[config.mk]
export PLATFORM = sky130hd
export DESIGN_NAME = quad_decoder
export DESIGN_NICKNAME = d
export VERILOG_FILES = /design/src/rtl/quad_pkg.sv /design/src/rtl/phase_filter.sv /design/src/rtl/quad_decoder.sv
export SDC_FILE = /design/constraint.sdc
export NUM_CORES = 1
export LEC_CHECK = 0
export ABC_CLOCK_PERIOD_IN_PS = 3400
export CAP_MARGIN = 20
export CORE_UTILIZATION = 45
export CTS_BUF_LIST = sky130_fd_sc_hd__clkbuf_2
export DETAILED_ROUTE_END_ITERATION = 16
export GPL_TIMING_DRIVEN = 1
export HOLD_SLACK_MARGIN = 0.06
export PLACE_DENSITY = 0.68
export SYNTH_ARGS = -nofsm -noshare
export SYNTH_HDL_FRONTEND = slang
export SYNTH_SLANG_ARGS = --single-unit
[constraint.sdc]
create_clock -name clk -period 3.4 [get_ports clk]
set_input_delay 0.68 -clock clk [delete_from_list [all_inputs] [get_ports clk]]
set_output_delay 0.68 -clock clk [all_outputs]
set_load 0.01 [all_outputs]
[src/rtl/quad_pkg.sv]
// Shared types and helpers for the quadrature decoder.
// Phase codes are {a,b}; forward order is 00,10,11,01.
package quad_pkg;

  typedef enum logic {
    INIT  = 1'b0,
    TRACK = 1'b1
  } fsm_t;

  localparam logic [1:0] PH00 = 2'b00;
  localparam logic [1:0] PH10 = 2'b10;
  localparam logic [1:0] PH11 = 2'b11;
  localparam logic [1:0] PH01 = 2'b01;

  typedef struct packed {
    logic valid;
    logic dir;
    logic illegal;
  } step_t;

  function automatic logic [1:0] next_fwd(
    input logic [1:0] p
  );
    logic [1:0] n;
    case (p)
      PH00:    n = PH10;
      PH10:    n = PH11;
      PH11:    n = PH01;
      default: n = PH00;
    endcase
    return n;
  endfunction

  function automatic step_t step_decode(
    input logic [1:0] prev,
    input logic [1:0] curr
  );
    step_t r;
    r = '0;
    if (curr == next_fwd(prev)) begin
      r.valid = 1'b1;
      r.dir   = 1'b1;
    end else if (prev == next_fwd(curr)) begin
      r.valid = 1'b1;
    end else if (curr != prev) begin
      r.illegal = 1'b1;
    end
    return r;
  endfunction

endpackage

[src/rtl/phase_filter.sv]
// Two-flop synchronizer followed by a run-length glitch filter.
// f follows s only after FILTER consecutive mismatching samples.
module phase_filter #(
  parameter int FILTER = 2
) (
  input  logic clk,
  input  logic rst,
  input  logic x_in,
  output logic f
);

  localparam logic [3:0] LIM = 4'(FILTER - 1);

  logic       sync1_q, sync1_d;
  logic       sync2_q, sync2_d;
  logic       f_q, f_d;
  logic [3:0] cnt_q, cnt_d;

  // filter: count mismatching cycles, accept on the FILTER-th
  always_comb begin
    sync1_d = x_in;
    sync2_d = sync1_q;
    f_d     = f_q;
    cnt_d   = '0;
    if (sync2_q != f_q) begin
      if (cnt_q == LIM) begin
        f_d = sync2_q;
      end else begin
        cnt_d = cnt_q + 4'd1;
      end
    end
  end

  // state registers
  always_ff @(posedge clk) begin
    if (rst) begin
      sync1_q <= 1'b0;
      sync2_q <= 1'b0;
      f_q     <= 1'b0;
      cnt_q   <= '0;
    end else begin
      sync1_q <= sync1_d;
      sync2_q <= sync2_d;
      f_q     <= f_d;
      cnt_q   <= cnt_d;
    end
  end

  assign f = f_q;

endmodule

[src/rtl/quad_decoder.sv]
// Quadrature decoder: filtered A/B phases to step/dir strobes,
// a loadable position counter, wrap pulse and sticky error.
module quad_decoder
  import quad_pkg::*;
#(
  parameter int WIDTH  = 8,
  parameter int FILTER = 2
) (
  input  logic             clk,
  input  logic             rst,
  input  logic             a_in,
  input  logic             b_in,
  input  logic             load,
  input  logic [WIDTH-1:0] load_value,
  input  logic             err_clr,
  output logic             step_en,
  output logic             step_dir,
  output logic [WIDTH-1:0] position,
  output logic             wrap,
  output logic             err
);

  localparam logic [4:0] INIT_LAST = 5'(FILTER + 2);
  localparam logic [WIDTH-1:0] ONE = {{(WIDTH-1){1'b0}}, 1'b1};

  logic a_f, b_f;
  logic [1:0] cur;
  step_t dec;

  fsm_t             state_q, state_d;
  logic [4:0]       icnt_q, icnt_d;
  logic [1:0]       ref_q, ref_d;
  logic             step_en_q, step_en_d;
  logic             step_dir_q, step_dir_d;
  logic             wrap_q, wrap_d;
  logic             err_q, err_d;
  logic [WIDTH-1:0] pos_q, pos_d;

  phase_filter #(.FILTER(FILTER)) u_fa (
    .clk (clk),
    .rst (rst),
    .x_in(a_in),
    .f   (a_f)
  );

  phase_filter #(.FILTER(FILTER)) u_fb (
    .clk (clk),
    .rst (rst),
    .x_in(b_in),
    .f   (b_f)
  );

  assign cur = {a_f, b_f};
  assign dec = step_decode(ref_q, cur);

  // next state: settle in INIT, then track forever
  always_comb begin
    state_d = state_q;
    icnt_d  = icnt_q;
    unique case (state_q)
      INIT: begin
        icnt_d = icnt_q + 5'd1;
        if (icnt_q == INIT_LAST) state_d = TRACK;
      end
      TRACK: icnt_d = icnt_q;
      default: state_d = INIT;
    endcase
  end

  // outputs: reference, strobes, position and flags
  always_comb begin
    ref_d      = ref_q;
    step_en_d  = 1'b0;
    step_dir_d = step_dir_q;
    wrap_d     = 1'b0;
    err_d      = err_clr ? 1'b0 : err_q;
    pos_d      = pos_q;
    if (state_q == INIT) begin
      if (icnt_q == INIT_LAST) ref_d = cur;
    end else begin
      if (dec.valid || dec.illegal) ref_d = cur;
      if (dec.valid) begin
        step_en_d  = 1'b1;
        step_dir_d = dec.dir;
      end
      if (dec.illegal) err_d = 1'b1;
    end
    if (load) begin
      pos_d = load_value;
    end else if (step_en_d && dec.dir) begin
      pos_d  = pos_q + ONE;
      wrap_d = (pos_q == '1);
    end else if (step_en_d) begin
      pos_d  = pos_q - ONE;
      wrap_d = (pos_q == '0);
    end
  end

  // state register
  always_ff @(posedge clk) begin
    if (rst) begin
      state_q    <= INIT;
      icnt_q     <= '0;
      ref_q      <= PH00;
      step_en_q  <= 1'b0;
      step_dir_q <= 1'b0;
      wrap_q     <= 1'b0;
      err_q      <= 1'b0;
      pos_q      <= '0;
    end else begin
      state_q    <= state_d;
      icnt_q     <= icnt_d;
      ref_q      <= ref_d;
      step_en_q  <= step_en_d;
      step_dir_q <= step_dir_d;
      wrap_q     <= wrap_d;
      err_q      <= err_d;
      pos_q      <= pos_d;
    end
  end

  assign step_en  = step_en_q;
  assign step_dir = step_dir_q;
  assign wrap     = wrap_q;
  assign err      = err_q;
  assign position = pos_q;

endmodule

==> out/metrics.yaml, run 1 <==
setup_path:
  cp.arrival_ps: 3140
  required_ps: 3700
  crit_path_max_fanout: 12
  criticalPathCategory: "reg2reg"
  crit_path_start_kind: "flip-flop"
  crit_path_end_kind: "flip-flop"
route:
  totalWireLength_um: 3620
  via_per_inst: 5.34
  drt-initial-drc-count: 91
  vias: 1443
  ant_nets: 0
  drtPass1Iterations: 4
  wl_per_cell_um: 13.4
  drcViolationCount: 0
power:
  ir_drop_v: 0.000228
  pwr_density_cell_nw_per_um2: 363
  power_leakage_nw: 0.835
  finalPower_uw: 762
die:
  num_io_pins: 26
  num_rows: 22
  initial_utilization_pct: 47.9
  die-area_sq_um: 4210
  die_y_um: 64.9
  die_w_um: 64.9
  coreArea_sq_um: 3720
clock_network:
  cts-buffers-inserted: 5
  cts_hold_buf: 0
  insertion_delay_ps: 390
  cts.clk_slew.worst_paths_ps: 200
  clockBufferDepth: 2
  post_cts_buffers: 0
  cts-htree-levels: 2
  cts_root_buffer: "clkbuf_2"
  cts_resized: 0
  clock-sinks: 34
  cts_tree: "done"
timing:
  maxSlewViolCount: 0
  relSlewSlack_pct: 62.9
  fin_ws_ps: 563
  fin_crit_sh_pct: 83.4
  layout_min_cycle_time_ps: 2840
  fmax_ghz: 0.352
  tns_ps: 0
  hold_viol_final: 0
  rsz0062_at_grt: "false"
  clock_skew_ps: 30.4
  holdWs_ps: 465
  setup_violations: 0
  tightest_slew_ps: 555
placement:
  post-dp-hpwl_um: 2670
  post-place-cells: 262
  place_congestion: 0.861
  place_area_sq_um: 2060
  pre_cts_ws_ps: 607
  io_buffers: 25
synthesis:
  ys_ff_latch: 34
  synthesis.nets: 223
  synth_area_leaders: "dfxtp_1, ha_1, nor2_1"
  synth_top_area_share_pct: 38.2
  synth_top_cell_by_area: "dfxtp_1"
  synth-seq-area-share_pct: 38.2
  synth-async-reset-ratio_pct: 0
  synth-edff-count: 0
  netlist_instances: 195
  syn_avg_cell_area_sq_um: 9.13
  synth_ff_type: "dfxtp_1"
  netlist_area_sq_um: 1780
  ys_types: 40
  yosysWarnings: 0
grt:
  antenna_found_initial: 0
  grtUsageTotal_pct: 19.1
  grt_start_max_net_pins: 18
  grt_pass1_vias: 1410
  grt_pass1_wl_um: 6040
  grt_overflow: 0
finish:
  antennaDiodeCount: 0
  drive_above_1_share_pct: 7.66
  syn2layout_area_growth_pct: 17.8
  fin_area_sq_um: 2100
  fin_cells: 270
  final_cell_mix: "dfxtp_1, nor2_1, clkdlybuf4s50_1"
  nets: 249
  final_core_util_pct: 56.5
  final_common_cell: "dfxtp_1"
status:
  outcome: "finished, final reports clean"
hold_path:
  hold_path_class: "reg2reg"
run:
  drv_cap: 0
==> cells by family (layout without fill, tap and decap cells) <==
kind of cell             after synthesis  count (layout)  share of synthesized area, %
XOR/XNOR                              21              21                          11.6
adder cells (fa/ha/maj)               14              14                          10.3
AND/OR/NAND/NOR                       72              72                          19.4
flip-flops                            34              34                          38.2
buffers and inverters                 18              45                          4.85
multiplexers                           5               5                          2.81
AO/OA/AOI/OAI                         31              31                          12.9
==> registers in the layout, indices dropped and copies added (netlist names) <==
signal / count
err: 1
wrap: 1
u_fb.cnt_q: 4
u_fa.sync2_q: 1
u_fb.f: 1
ref_q: 2
icnt_q: 5
step_dir: 1
u_fa.cnt_q: 4
u_fb.sync1_q: 1
u_fb.sync2_q: 1
state_q: 1
position: 8
u_fa.f: 1
u_fa.sync1_q: 1
step_en: 1
==> final cells by class <==
class                           count  area, sq um
Inverter                           10         37.5
Sequential cell                    34          681
Clock buffer                        5         25.0
Tap cell                           48         60.1
Timing Repair Buffer               27          265
Clock inverter                      3         16.3
Fill cell                         349         1620
Multi-Input combinational cell    143         1010
==> routing by layer <==
metal / up-vias / wire (um) / GRT usage, %
li1: 713 / - / -
met1: 691 / 1570 / 20.6
met2: 34 / 1850 / 34.4
met3: 5 / 147 / 5.28
met4: 0 / 52 / 8.33
met5: - / 0 / 0
==> final timing paths <==
check	start	depth (start not counted)	slack, ps	endpoint
worst min register to register	u_fa.sync1_q$_SDFF_PP0_	1	470	u_fa.sync2_q$_SDFF_PP0_
worst min-delay path	u_fa.sync1_q$_SDFF_PP0_	1	470	u_fa.sync2_q$_SDFF_PP0_
worst max-delay path	u_fb.f$_SDFFE_PP0P_	8	560	position[6]$_SDFFE_PP0P_
worst max register to register	u_fb.f$_SDFFE_PP0P_	8	560	position[6]$_SDFFE_PP0P_
==> critical path: stages (launching register included) <==
cell      delay, ps
dfxtp_1         500
xnor2_1         150
nand3_1         440
fa_1            590
a21o_1          170
a21oi_1         310
nor4_1           80
o41ai_1         400
a221oi_2         90
==> cells in the mapped netlist, drive strengths merged (3+ instances only) <==
cell type,number
buf,5
a21oi,13
o21ai,5
nand3,7
xnor2,13
inv,9
clkbuf,3
nand2,13
mux2i,5
nor2,26
ha,13
dfxtp,34
xor2,8
nor3,3
nor4,3
nor2b,7
==> where the power goes <==
| group | internal (mW) | switching, mW | leakage, nW |
|---|---|---|---|
| Sequential | 0.415 | 0.0226 | 0.278 |
| Combinational | 0.0708 | 0.0639 | 0.531 |
| Clock | 0.0468 | 0.143 | 0.0264 |
Note: power is estimated with default switching activity, not from simulation.
==> run 2, diff against run 1 <==
- ABC_CLOCK_PERIOD_IN_PS: 3400 -> 2900
- clock period: 3.4 -> 2.9 ns (I/O delays scaled with it)
==> out/metrics.yaml, run 2 (synthesized netlist as in run 1, its figures left out) <==
clock_network:
  cts_hold_buf: 0
  post_cts_buffers: 0
  cts-buffers-inserted: 5
  cts.clk_slew.worst_paths_ps: 180
  cts_root_buffer: "clkbuf_2"
  clockBufferDepth: 2
  cts-htree-levels: 2
  insertion_delay_ps: 370
  cts_resized: 0
  cts_tree: "done"
  clock-sinks: 34
route:
  met1_length_um: 1560
  wl_met3_um: 148
  vias: 1428
  ant_nets: 0
  drt-initial-drc-count: 51
  drtPass1Iterations: 4
  wl_per_cell_um: 12.5
  routed.top_layer: "met4"
  via_per_inst: 5.27
  met2_length_um: 1640
  totalWireLength_um: 3390
  drcViolationCount: 0
setup_path:
  cp.arrival_ps: 2670
  criticalPathCategory: "reg2reg"
  path_buf_inv: 0
  crit_path_end_kind: "flip-flop"
  crit_path_start_kind: "flip-flop"
  r2r_start: "state_q$_SDFF_PP0_"
  slowest_delay_ps: 600
  worst_path_max_delay_cell: "dfxtp_1"
  crit-reg2reg-capture: "position[6]$_SDFFE_PP0P_"
  required_ps: 3170
  crit_path_max_fanout: 11
  reg2reg_slack_ps: 500
  reg2reg_depth: 7
  cp_top_family: "compound AO/OA/AOI/OAI gates"
  critical_path.cell_chain: "nand3_1 > fa_1 > a21o_1 > a21oi_1 > nor4_1 > o41ai_1 > a221oi_2"
finish:
  largest_register_ffs: 8
  final_core_util_pct: 56.7
  drive_above_1_share_pct: 8.07
  fillCellCount: 342
  nets: 250
  fin_cells: 271
  final_cell_mix: "dfxtp_1, nor2_1, clkdlybuf4s50_1"
  antennaDiodeCount: 0
  syn2layout_area_growth_pct: 18.3
  final_common_cell: "dfxtp_1"
die:
  num_rows: 22
  initial_utilization_pct: 47.9
  coreArea_sq_um: 3720
  die_y_um: 64.9
  num_io_pins: 26
  die_w_um: 64.9
  die-area_sq_um: 4210
grt:
  grt_overflow: 0
  grt_pass1_wl_um: 5960
  grt_start_max_net_pins: 17
  antenna_found_initial: 0
  grt_pass1_vias: 1406
  grtUsageTotal_pct: 18.8
placement:
  io_buffers: 25
  place_congestion: 0.839
  post-place-cells: 263
  post-dp-hpwl_um: 2560
power:
  pwr_density_cell_nw_per_um2: 422
  power_leakage_nw: 0.839
  ir_drop_v: 0.000210
timing:
  tns_ps: 0
  layout_min_cycle_time_ps: 2400
  fin_crit_sh_pct: 82.6
  hold_viol_final: 0
  fmax_ghz: 0.417
  setup_violations: 0
  maxSlewViolCount: 0
  rsz0062_at_grt: "false"
  clock_skew_ps: 5.87
  tightest_slew_ps: 465
  relSlewSlack_pct: 68.9
hold_path:
  whs_path_depth: 1
  worstHoldStart: "u_fb.sync1_q$_SDFF_PP0_"
  hold_end: "u_fb.sync2_q$_SDFF_PP0_"
  hold_path_class: "reg2reg"
status:
  outcome: "finished, final reports clean"
run:
  drv_cap: 0
## run 2: final cells by class
| cell class | instances | area [sq um] | share of cell area (%) |
|---|---|---|---|
| multi-input cells | 143 | 1010 | 48.1 |
| repair buffers | 28 | 273 | 13.0 |
| clock inverters | 3 | 16.3 | 0.772 |
| well taps | 48 | 60.1 | 2.85 |
| flip-flops and latches | 34 | 681 | 32.3 |
| clock buffers | 5 | 25.0 | 1.19 |
| inverters | 10 | 37.5 | 1.78 |
## run 2: per-layer routing
metal | up-vias | GRT usage [%]
li1 | 718 | -
met1 | 680 | 20.6
met2 | 26 | 32.7
met3 | 4 | 4.93
met4 | 0 | 10.0
met5 | - | 0
## run 2: worst max path at each step
| stage | from | to | slack [ps] | depth (start not counted) |
|---|---|---|---|---|
| CTS | state_q$_SDFF_PP0_ | position[6]$_SDFFE_PP0P_ | 480 | 7 |
| detailed placement | state_q$_SDFF_PP0_ | position[6]$_SDFFE_PP0P_ | 500 | 7 |
| global placement | u_fb.f$_SDFFE_PP0P_ | position[6]$_SDFFE_PP0P_ | 610 | 8 |
| finish | state_q$_SDFF_PP0_ | position[6]$_SDFFE_PP0P_ | 500 | 7 |
| global route | u_fa.f$_SDFFE_PP0P_ | position[6]$_SDFFE_PP0P_ | 320 | 8 |
| floorplan | u_fb.f$_SDFFE_PP0P_ | position[6]$_SDFFE_PP0P_ | 420 | 9 |
## run 2: power by group
group / internal [mW] / leakage, nW / total (mW) / switching, mW
Clock: 0.0550 / 0.0264 / 0.220 / 0.165
Sequential: 0.487 / 0.278 / 0.512 / 0.0257
Combinational: 0.0829 / 0.535 / 0.156 / 0.0728
## run 2: through the flow
stage	instance area [sq um]	power, mW	hold WS [ps]	worst slack (ps)
2_1_floorplan	1780	0.621	414	419
3_3_place_gp	2060	0.673	424	609
3_5_place_dp	2060	0.679	425	501
4_1_cts	2110	0.900	459	478
5_1_grt	2110	0.942	466	317
6_report	2110	0.888	457	504
## run 2: worst reg2reg max path: stages (launching register included)
cell and delay [ps]:
dfxtp_1 600, nand3_1 220, fa_1 450, a21o_1 170
a21oi_1 280, nor4_1 80, o41ai_1 420, a221oi_2 90
==> run 3, diff against run 2 <==
- ABC_CLOCK_PERIOD_IN_PS: 2900 -> 2500
- clock period: 2.9 -> 2.5 ns (I/O delays scaled with it)
==> out/metrics.yaml, run 3 (synthesized netlist as in run 1, its figures left out) <==
status:
  outcome: "finished, final reports clean"
finish:
  largest_register_ffs: 8
  final_cell_mix: "dfxtp_1, nor2_1, clkdlybuf4s50_1, nand2_1, ha_1"
  fillCellCount: 338
  final_common_cell: "dfxtp_1"
  antennaDiodeCount: 0
  final_core_util_pct: 57.6
  nets: 254
  fin_area_sq_um: 2140
  fin_cells: 275
  drive_above_1_share_pct: 10.1
  syn2layout_area_growth_pct: 20.2
route:
  vias: 1472
  drcViolationCount: 0
  drt-initial-drc-count: 71
  wl_per_cell_um: 13.2
  via_per_inst: 5.35
  ant_nets: 0
  totalWireLength_um: 3630
  drtPass1Iterations: 4
grt:
  antenna_found_initial: 0
  grt_start_max_net_pins: 17
  grt_overflow: 0
  grt_pass1_vias: 1441
  grt_pass1_wl_um: 6090
  grtUsageTotal_pct: 19.2
placement:
  post-dp-hpwl_um: 2800
  place_congestion: 0.803
  post-place-cells: 267
  io_buffers: 25
  place_area_sq_um: 2090
setup_path:
  required_ps: 2760
  crit_path_start_kind: "flip-flop"
  cp.arrival_ps: 2610
  crit_path_end_kind: "flip-flop"
  criticalPathCategory: "reg2reg"
  crit_path_max_fanout: 4
timing:
  maxSlewViolCount: 0
  relSlewSlack_pct: 68.5
  fmax_ghz: 0.426
  rsz0062_at_grt: "false"
  hold_viol_final: 0
  clock_skew_ps: 14.6
  layout_min_cycle_time_ps: 2350
  fin_crit_sh_pct: 94.0
  tns_ps: 0
  setup_violations: 0
  tightest_slew_ps: 472
die:
  num_rows: 22
  die_y_um: 64.9
  coreArea_sq_um: 3720
  initial_utilization_pct: 47.9
  die_w_um: 64.9
  die-area_sq_um: 4210
  num_io_pins: 26
run:
  drv_cap: 0
clock_network:
  clock-sinks: 34
  cts_hold_buf: 0
  cts_tree: "done"
  cts_root_buffer: "clkbuf_2"
  cts-buffers-inserted: 5
  cts.clk_slew.worst_paths_ps: 180
  clockBufferDepth: 2
  insertion_delay_ps: 380
  cts-htree-levels: 2
power:
  ir_drop_v: 0.000228
  pwr_density_cell_nw_per_um2: 482
  finalPower_mw: 1.03
  power_leakage_nw: 0.860
hold_path:
  hold_path_class: "reg2reg"
run 3: cell types whose count changed in the layout (fill, tap and decap cells not counted), sizes merged:
| cell | before | now |
|---|---|---|
| buf | 3 | 7 |
run 3: cell type report:
cell class	instances	area [sq um]	area share, %
Clock buffer	5	25.0	1.17
Clock inverter	3	16.3	0.760
Inverter	10	37.5	1.75
Multi-Input combinational cell	143	1020	47.5
Sequential cell	34	681	31.8
Tap cell	48	60.1	2.81
Timing Repair Buffer	32	303	14.2
run 3: layer usage:
| metal | wire, um | GRT usage (%) | vias up |
|---|---|---|---|
| met3 | 180 | 4.75 | 11 |
| li1 | - | - | 727 |
| met5 | 0 | 0 | - |
| met2 | 1770 | 34.4 | 37 |
| met4 | 91 | 9.72 | 0 |
| met1 | 1590 | 20.7 | 697 |
run 3: power by group:
group	internal, mW	leakage, nW	switching (mW)	total, mW
Clock	0.0637	0.0264	0.186	0.250
Combinational	0.0992	0.556	0.0921	0.191
Sequential	0.564	0.278	0.0261	0.591
run 3: final timing paths:
check,startpoint,end,slack (ps),cells past startpoint
max,ref_q[0]$_SDFFE_PP0P_,position[6]$_SDFFE_PP0P_,150,8
min,step_dir$_SDFFE_PP0P_,step_dir$_SDFFE_PP0P_,470,2
max reg2reg,ref_q[0]$_SDFFE_PP0P_,position[6]$_SDFFE_PP0P_,150,8
min reg2reg,step_dir$_SDFFE_PP0P_,step_dir$_SDFFE_PP0P_,470,2
run 3: per-stage QoR:
stage          hold slack [ps]  setup slack [ps]
2_1_floorplan              414              18.6
3_3_place_gp               418               236
3_5_place_dp               435               131
4_1_cts                    473               112
5_1_grt                    477              55.5
6_report                   469               151
run 3: worst max-delay path, stage by stage (launching register included):
cell and delay [ps]:
dfxtp_1 450, xor2_1 160, nand3_1 180, fa_1 440
a21o_1 190, a21oi_2 220, nor4_1 70, o41ai_1 440
a221oi_2 90
run 3: what timing repair did:
action / 4_1_cts / 5_1_grt
endpoints found under the setup margin: 0 / 1
buffers inserted: 0 / 0
endpoints found under the hold margin: 0 / 0
gates resized for setup: 0 / 1
